===== config.mk =====
export PLATFORM = sky130hd
export DESIGN_NAME = axis_2_dac_stream
export DESIGN_NICKNAME = d
export VERILOG_FILES = /design/src/rtl/axis_2_dac_stream.sv
export SDC_FILE = /design/constraint.sdc
export NUM_CORES = 1
export LEC_CHECK = 0
export CORE_MARGIN = 2
export CORE_UTILIZATION = 54
export DETAILED_ROUTE_END_ITERATION = 6
export PLACE_DENSITY = 0.77
export SETUP_SLACK_MARGIN = 0.2
export SLEW_MARGIN = 20
export SYNTH_ARGS = -nofsm -noshare
export SYNTH_HDL_FRONTEND = slang
export SYNTH_SLANG_ARGS = --single-unit

===== constraint.sdc =====
create_clock -name aclk -period 3.3 [get_ports aclk]
set_input_delay 0.66 -clock aclk [delete_from_list [all_inputs] [get_ports aclk]]
set_output_delay 0.66 -clock aclk [all_outputs]
set_load 0.1 [all_outputs]

===== src/rtl/axis_2_dac_stream.sv =====
// rtl/axis_2_dac_stream.sv - AXI-Stream sample FIFO feeding a strobed 8-bit DAC register
// Optional packet length checker enabled by defining AXIS2DAC_PKT_CHECK_EN.
module axis_2_dac_stream #(
    parameter int PACKAGE_SIZE = 8192,
    parameter int FIFO_DEPTH   = 16,
    parameter int PREFILL      = 8,
    parameter int CLK_DIV      = 1
) (
    input  logic       aclk,
    input  logic       aresetn,
    input  logic [7:0] s_axis_tdata,
    input  logic       s_axis_tvalid,
    output logic       s_axis_tready,
    input  logic       s_axis_tlast,
    input  logic [7:0] Offset,
    output logic [7:0] DAC_Data,
    output logic       DAC_CLK,
    output logic       underflow,
    output logic       pkt_err
);
    localparam int AW = (FIFO_DEPTH > 1) ? $clog2(FIFO_DEPTH) : 1;
    localparam int CW = $clog2(FIFO_DEPTH + 1);
    localparam int DW = (CLK_DIV > 1) ? $clog2(CLK_DIV) : 1;

    if (FIFO_DEPTH < 1 || (FIFO_DEPTH & (FIFO_DEPTH - 1)) != 0) begin : g_bad_depth
        $error("FIFO_DEPTH must be a power of 2");
    end
    if (PREFILL < 1 || PREFILL > FIFO_DEPTH) begin : g_bad_prefill
        $error("PREFILL must lie in 1..FIFO_DEPTH");
    end
    if (CLK_DIV < 1 || CLK_DIV > 65535) begin : g_bad_clk_div
        $error("CLK_DIV must lie in 1..65535");
    end
    if (PACKAGE_SIZE < 1 || PACKAGE_SIZE > 65536) begin : g_bad_package_size
        $error("PACKAGE_SIZE must fit the 16-bit sample counter");
    end

    typedef enum logic [1:0] {
        S_IDLE,
        S_PREFILL,
        S_RUN
    } state_t;

    state_t        state;
    logic [8:0]    mem [FIFO_DEPTH];
    logic [AW-1:0] wr_ptr;
    logic [AW-1:0] rd_ptr;
    logic [CW-1:0] fill;
    logic [CW-1:0] tlast_fill;
    logic [DW-1:0] div_cnt;
    logic [8:0]    head;
    logic          full;
    logic          empty;
    logic          push;
    logic          pop;
    logic          strobe;
    logic          push_last;
    logic          pop_last;

    function automatic logic [AW-1:0] ptr_next(input logic [AW-1:0] p);
        return (p == AW'(FIFO_DEPTH - 1)) ? '0 : p + AW'(1);
    endfunction

    // tready only looks at the registered fill, so a pop from full cannot open a same-cycle push
    assign full          = (fill == CW'(FIFO_DEPTH));
    assign empty         = (fill == '0);
    assign s_axis_tready = aresetn & ~full;
    assign push          = s_axis_tvalid & s_axis_tready;
    assign strobe        = (div_cnt == DW'(CLK_DIV - 1));
    assign head          = mem[rd_ptr];
    assign pop           = (state == S_RUN) & strobe & ~empty;
    assign push_last     = push & s_axis_tlast;
    assign pop_last      = pop & head[8];
    assign DAC_CLK       = ~aclk;

    always_ff @(posedge aclk) begin
        if (push) begin
            mem[wr_ptr] <= {s_axis_tlast, s_axis_tdata};
        end
    end

    always_ff @(posedge aclk) begin
        if (!aresetn) begin
            state      <= S_IDLE;
            wr_ptr     <= '0;
            rd_ptr     <= '0;
            fill       <= '0;
            tlast_fill <= '0;
            div_cnt    <= '0;
            DAC_Data   <= 8'd0;
            underflow  <= 1'b0;
        end else begin
            div_cnt   <= strobe ? '0 : div_cnt + DW'(1);
            underflow <= 1'b0;

            if (push) begin
                wr_ptr <= ptr_next(wr_ptr);
            end
            if (pop) begin
                rd_ptr <= ptr_next(rd_ptr);
            end

            case ({push, pop})
                2'b10:   fill <= fill + CW'(1);
                2'b01:   fill <= fill - CW'(1);
                default: fill <= fill;
            endcase

            // Count of buffered tlast entries drives the short-packet flush
            case ({push_last, pop_last})
                2'b10:   tlast_fill <= tlast_fill + CW'(1);
                2'b01:   tlast_fill <= tlast_fill - CW'(1);
                default: tlast_fill <= tlast_fill;
            endcase

            case (state)
                S_IDLE: begin
                    if (push) begin
                        state <= S_PREFILL;
                    end
                end
                S_PREFILL: begin
                    if (fill >= CW'(PREFILL) || tlast_fill != '0) begin
                        state <= S_RUN;
                    end
                end
                S_RUN: begin
                    if (strobe) begin
                        if (!empty) begin
                            DAC_Data <= head[7:0] + Offset;
                        end else begin
                            underflow <= 1'b1;
                            state     <= S_PREFILL;
                        end
                    end
                end
                default: state <= S_IDLE;
            endcase
        end
    end

`ifdef AXIS2DAC_PKT_CHECK_EN
    localparam logic [15:0] PKT_LAST = 16'(PACKAGE_SIZE - 1);

    logic [15:0] pkt_cnt;

    // pkt_cnt counts samples popped since the last tlast; PKT_LAST is where tlast belongs
    always_ff @(posedge aclk) begin
        if (!aresetn) begin
            pkt_cnt <= 16'd0;
            pkt_err <= 1'b0;
        end else begin
            pkt_err <= 1'b0;
            if (pop) begin
                if (head[8]) begin
                    pkt_err <= (pkt_cnt != PKT_LAST);
                    pkt_cnt <= 16'd0;
                end else if (pkt_cnt == PKT_LAST) begin
                    pkt_err <= 1'b1;
                    pkt_cnt <= 16'd0;
                end else begin
                    pkt_cnt <= pkt_cnt + 16'd1;
                end
            end
        end
    end
`else
    assign pkt_err = 1'b0;
`endif

endmodule


**Word-level counts from Yosys, hierarchy flattened**

Memory sizes are Yosys's and may differ from the RTL's. A register that Yosys moved wholly into a read port is not among the register bits.
Index checks and enable logic that the tools add are counted.
W data, S select, Z words.

- Multiplexer cells: 14
- Reductions and logical operators: 10
- Multiply operators: 0
- Shifts and indexed selects: 0
- Order comparisons: 1
- Eq/ne operators: 13
- Div/mod/pow operators: 0
- Bitwise operators: 12
- Add/subtract/negate cells: 8

Operator list:

| kind | count |
|---|---|
| $pmux W5 S2 | 2 |
| $mux W4 | 4 |
| $add A5 B1 Y5 const B | 2 |
| $sub A5 B1 Y5 const B | 2 |
| $add A4 B1 Y4 const B | 2 |
| $add A8 B8 Y8 | 1 |
| $eq A4 B4 Y1 const B | 2 |
| $mux W2 | 4 |
| $ne A2 B2 Y1 const B | 4 |
| $and A1 B1 Y1 | 6 |
| $eq A2 B1 Y1 const B | 3 |
| $eq A2 B2 Y1 const B | 3 |
| $not A1 Y1 | 6 |
| $pmux W2 S3 | 1 |
| $eq A5 B5 Y1 const B | 1 |
| $ge A5 B4 Y1 const B | 1 |
| $logic_not A5 Y1 | 1 |
| $reduce_bool A5 Y1 | 1 |
| $reduce_and A4 Y1 | 1 |
| $reduce_bool A2 Y1 | 2 |
| $mux W1 | 3 |
| $reduce_and A3 Y1 | 1 |
| $reduce_or A3 Y1 | 1 |
| $logic_not A2 Y1 | 1 |
| other kinds (3) | 3 |

- Latch bits: 0
- Input bits: 20
- Memories kept: 1
- Bits in writable memories: 144
- ROM bits: 0
- Register bits: 30
- Logic and storage cells: 67

Memory list:

| name | depth | bits a word | rd ports | clocked after Yosys merged registers in | write ports | RTL line | text |
|---|---|---|---|---|---|---|---|
| mem | 16 | 9 | 1 | 1 | 1 | 45 | `logic [8:0] mem [FIFO_DEPTH];` |

**Depth between registers and ports, before layout**

- Depth in word-level cells: 7
- Gate-level depth with buffers: 13
- Depth with buffers taken out: 12

==> metrics.cfg <==
[clock_network]
cts_tree = yes
ctsHoldBuffers = 0
clk_transition_reported_paths_ps = 70
clk-insertion-delay-late_ps = 430
cts_root_buf = clkbuf_16
tritoncts.num_buffers = 17
cts.path.max_buffers = 2
h-tree-depth = 4

[route]
first_pass_iters = 5
drc_errors = 0
avgRoutedWirePerCell_um = 22.20
drt-initial-drc-count = 420
drtAntennaViolNets = 0
vias = 4187
drt-total-wl_um = 15870
vias_per_cell = 5.856

[timing]
skew_ps = 11.02
slew_headroom_pct = 60.20
fin_crit_sh_pct = 93.49
setup_viol = 0
slew_viol_final = 0
fmax_ghz = 0.3241
finalCriticalPeriod_ps = 3085
rsz0062_at_grt = yes
finalHoldViolations = 0
tightest_slew_ps = 595.2

[floorplanning]
initial_utilization_pct = 55.42
die_area_sq_mm = 0.01460
chipHeight_um = 120.8
core-area_sq_mm = 0.01330
core.rowCount = 42
io_pins = 32
fp.dieW_um = 120.8

[yosys]
ys_async_sr_fraction_pct = 0
synth_edf_count = 144
synth_area_sq_mm = 0.007368
synth_cell_type_count = 44
seq_area_frac_synth_pct = 67.92
ys_top_cells_by_count = edfxtp_1, mux4_2, dfxtp_1, nor2_1, nand2_1
synth_largest_area_cell = edfxtp_1
yosysMostFrequentCell = edfxtp_1
ys_ff_latch = 178
synth_area_leaders = edfxtp_1, mux4_2, dfxtp_1
yosys.area.top_type_share_pct = 58.69
postSynthAreaPerCell_sq_um = 16.75
ys.flop_type = edfxtp_1
synth_cells = 440
yosysWarnings = 0

[setup_path]
max_stage_delay_ps = 550
cp_common_cell = mux4_2
cp.arrival_ps = 3440
slowest_stage = mux4_2
end_kind = flop
setup.worst_path.start_class = flop
critical_path_class = flop to flop
path_cells = buf_12, buf_16, mux4_2, mux4_2, fa_2, a21o_1, a21oi_2, o21bai_1, a2111o_1, o211ai_1
crit_fanout = 7
worstPathRequired_ps = 3650

[global_route]
track_usage_pct = 23.30
grt_max_degree = 20
grt_pass1_vias = 4212
grt-ovfl-total = 0
grt_pass1_wl_um = 24190
antenna_found_initial = 1

[min_path]
hold_class = flop to flop

[place]
placed_cell_area_sq_mm = 0.008092
dp_hpwl_um = 9780
gp_congestion = 0.7968
place_inst = 664
io_buffers = 30

[layout]
drive_gt1_share_pct = 29.55
instances_no_fill = 715
fin_area_sq_mm = 0.008991
synthToLayoutAreaGrowth_pct = 22.02
nets = 568

[pwr]
ir_drop_v = 0.0005655
p_per_area_mw_per_mm2 = 537.4
p_leak_nw = 3.077

[job]
drv_cap = 0

[status]
status = finished, final reports clean

-- registers in the layout, summed over array words and instances (netlist names), named ones only --
name / flops
mem: 144
DAC_Data: 8
fill: 5
tlast_fill: 5
rd_ptr: 4
wr_ptr: 4
state: 2
div_cnt: 1
underflow: 1
-- area by class of cell --
type	count	area, sq um
diodes	1	2.502
clock buffers	19	436.7
clock inverters	15	181.4
fillers	846	4304
inverters	11	41.29
multi-input cells	230	2345
flip-flops and latches	178	5010
well taps	176	220.2
repair buffers	85	754.5
-- critical path, delay by kind of cell (launching register included) --
family	cells	cell delay [ps]
AOI/OAI and AO/OA	5	920
DFF	1	380
muxes	2	1070
adders and majority gates	1	390
buffers and inverters	2	230
-- worst paths after layout --
path,start,to,slack [ps],cells after the start
worst max-delay path,flop,DAC_Data[6]$_SDFFE_PN0N_,210,10
worst min-delay path,DAC_Data[4]$_SDFFE_PN0N_,DAC_Data[4]$_SDFFE_PN0N_,460,2
worst max register to register,flop,DAC_Data[6]$_SDFFE_PN0N_,210,10
worst min register to register,DAC_Data[4]$_SDFFE_PN0N_,DAC_Data[4]$_SDFFE_PN0N_,460,2
-- stage by stage --
stage / utilization, % / hold slack [ps] / setup TNS (ps) / power (mW) / setup WS (ps)
3_5_place_dp: 60.86 / 453.2 / -149.2 / 2.805 / -149.2
3_3_place_gp: 60.86 / 440.7 / -149.2 / 2.798 / -149.2
2_1_floorplan: - / 447.5 / 0 / 2.700 / 203.9
6_report: 67.63 / 459.4 / 0 / 4.832 / 215.0
5_1_grt: 67.61 / 482.2 / 0 / 4.957 / 103.9
4_1_cts: 66.56 / 462.4 / 0 / 4.851 / 141.5
-- power breakdown --
part / internal, mW / total [mW] / switching (mW)
Clock: 1.22 / 2.18 / 0.962
Sequential: 2.44 / 2.45 / 0.0110
Combinational: 0.0861 / 0.202 / 0.116
Total: 3.74 / 4.83 / 1.09
-- timing repair --
item,in CTS,in global routing
resized for setup,19,13
setup buffers,9,8
setup endpoints to repair,5,4
cloned,1,0
pin swaps,4,15
-- logic make-up after synthesis --
group,synth area share (%)
xor gates and xnor gates,1.426
other,0.05089
muxes,14.13
buffers and inverters,1.885
and+or+nand+nor,5.400
adders and majority gates,4.211
DFF,67.92
AOI/OAI and AO/OA,4.975
-- cells in the final DEF (no fill, tap or decap), types with 8 or more instances in the layout --
cell,Yosys,layout
mux4_2,44,44
a21o_1,8,8
a21oi_1,23,22
clkbuf_16,0,17
ha_1,20,15
edfxtp_1,144,144
nor2_1,30,30
nand2_1,28,28
dfxtp_1,34,32
clkdlybuf4s50_1,0,19
inv_1,11,10
buf_4,1,60
-- per-layer routing --
metal	vias to the layer above	part of all wire [%]	wire (um)	GRT usage, %
met1	2129	41	6442	30.37
li1	1890	-	-	-
met2	144	51	8096	39.09
met3	24	6.6	1051	6.038
met5	-	0	0	0
met4	0	1.8	283	6.541
No activity file was read; power rests on OpenSTA's default activity.
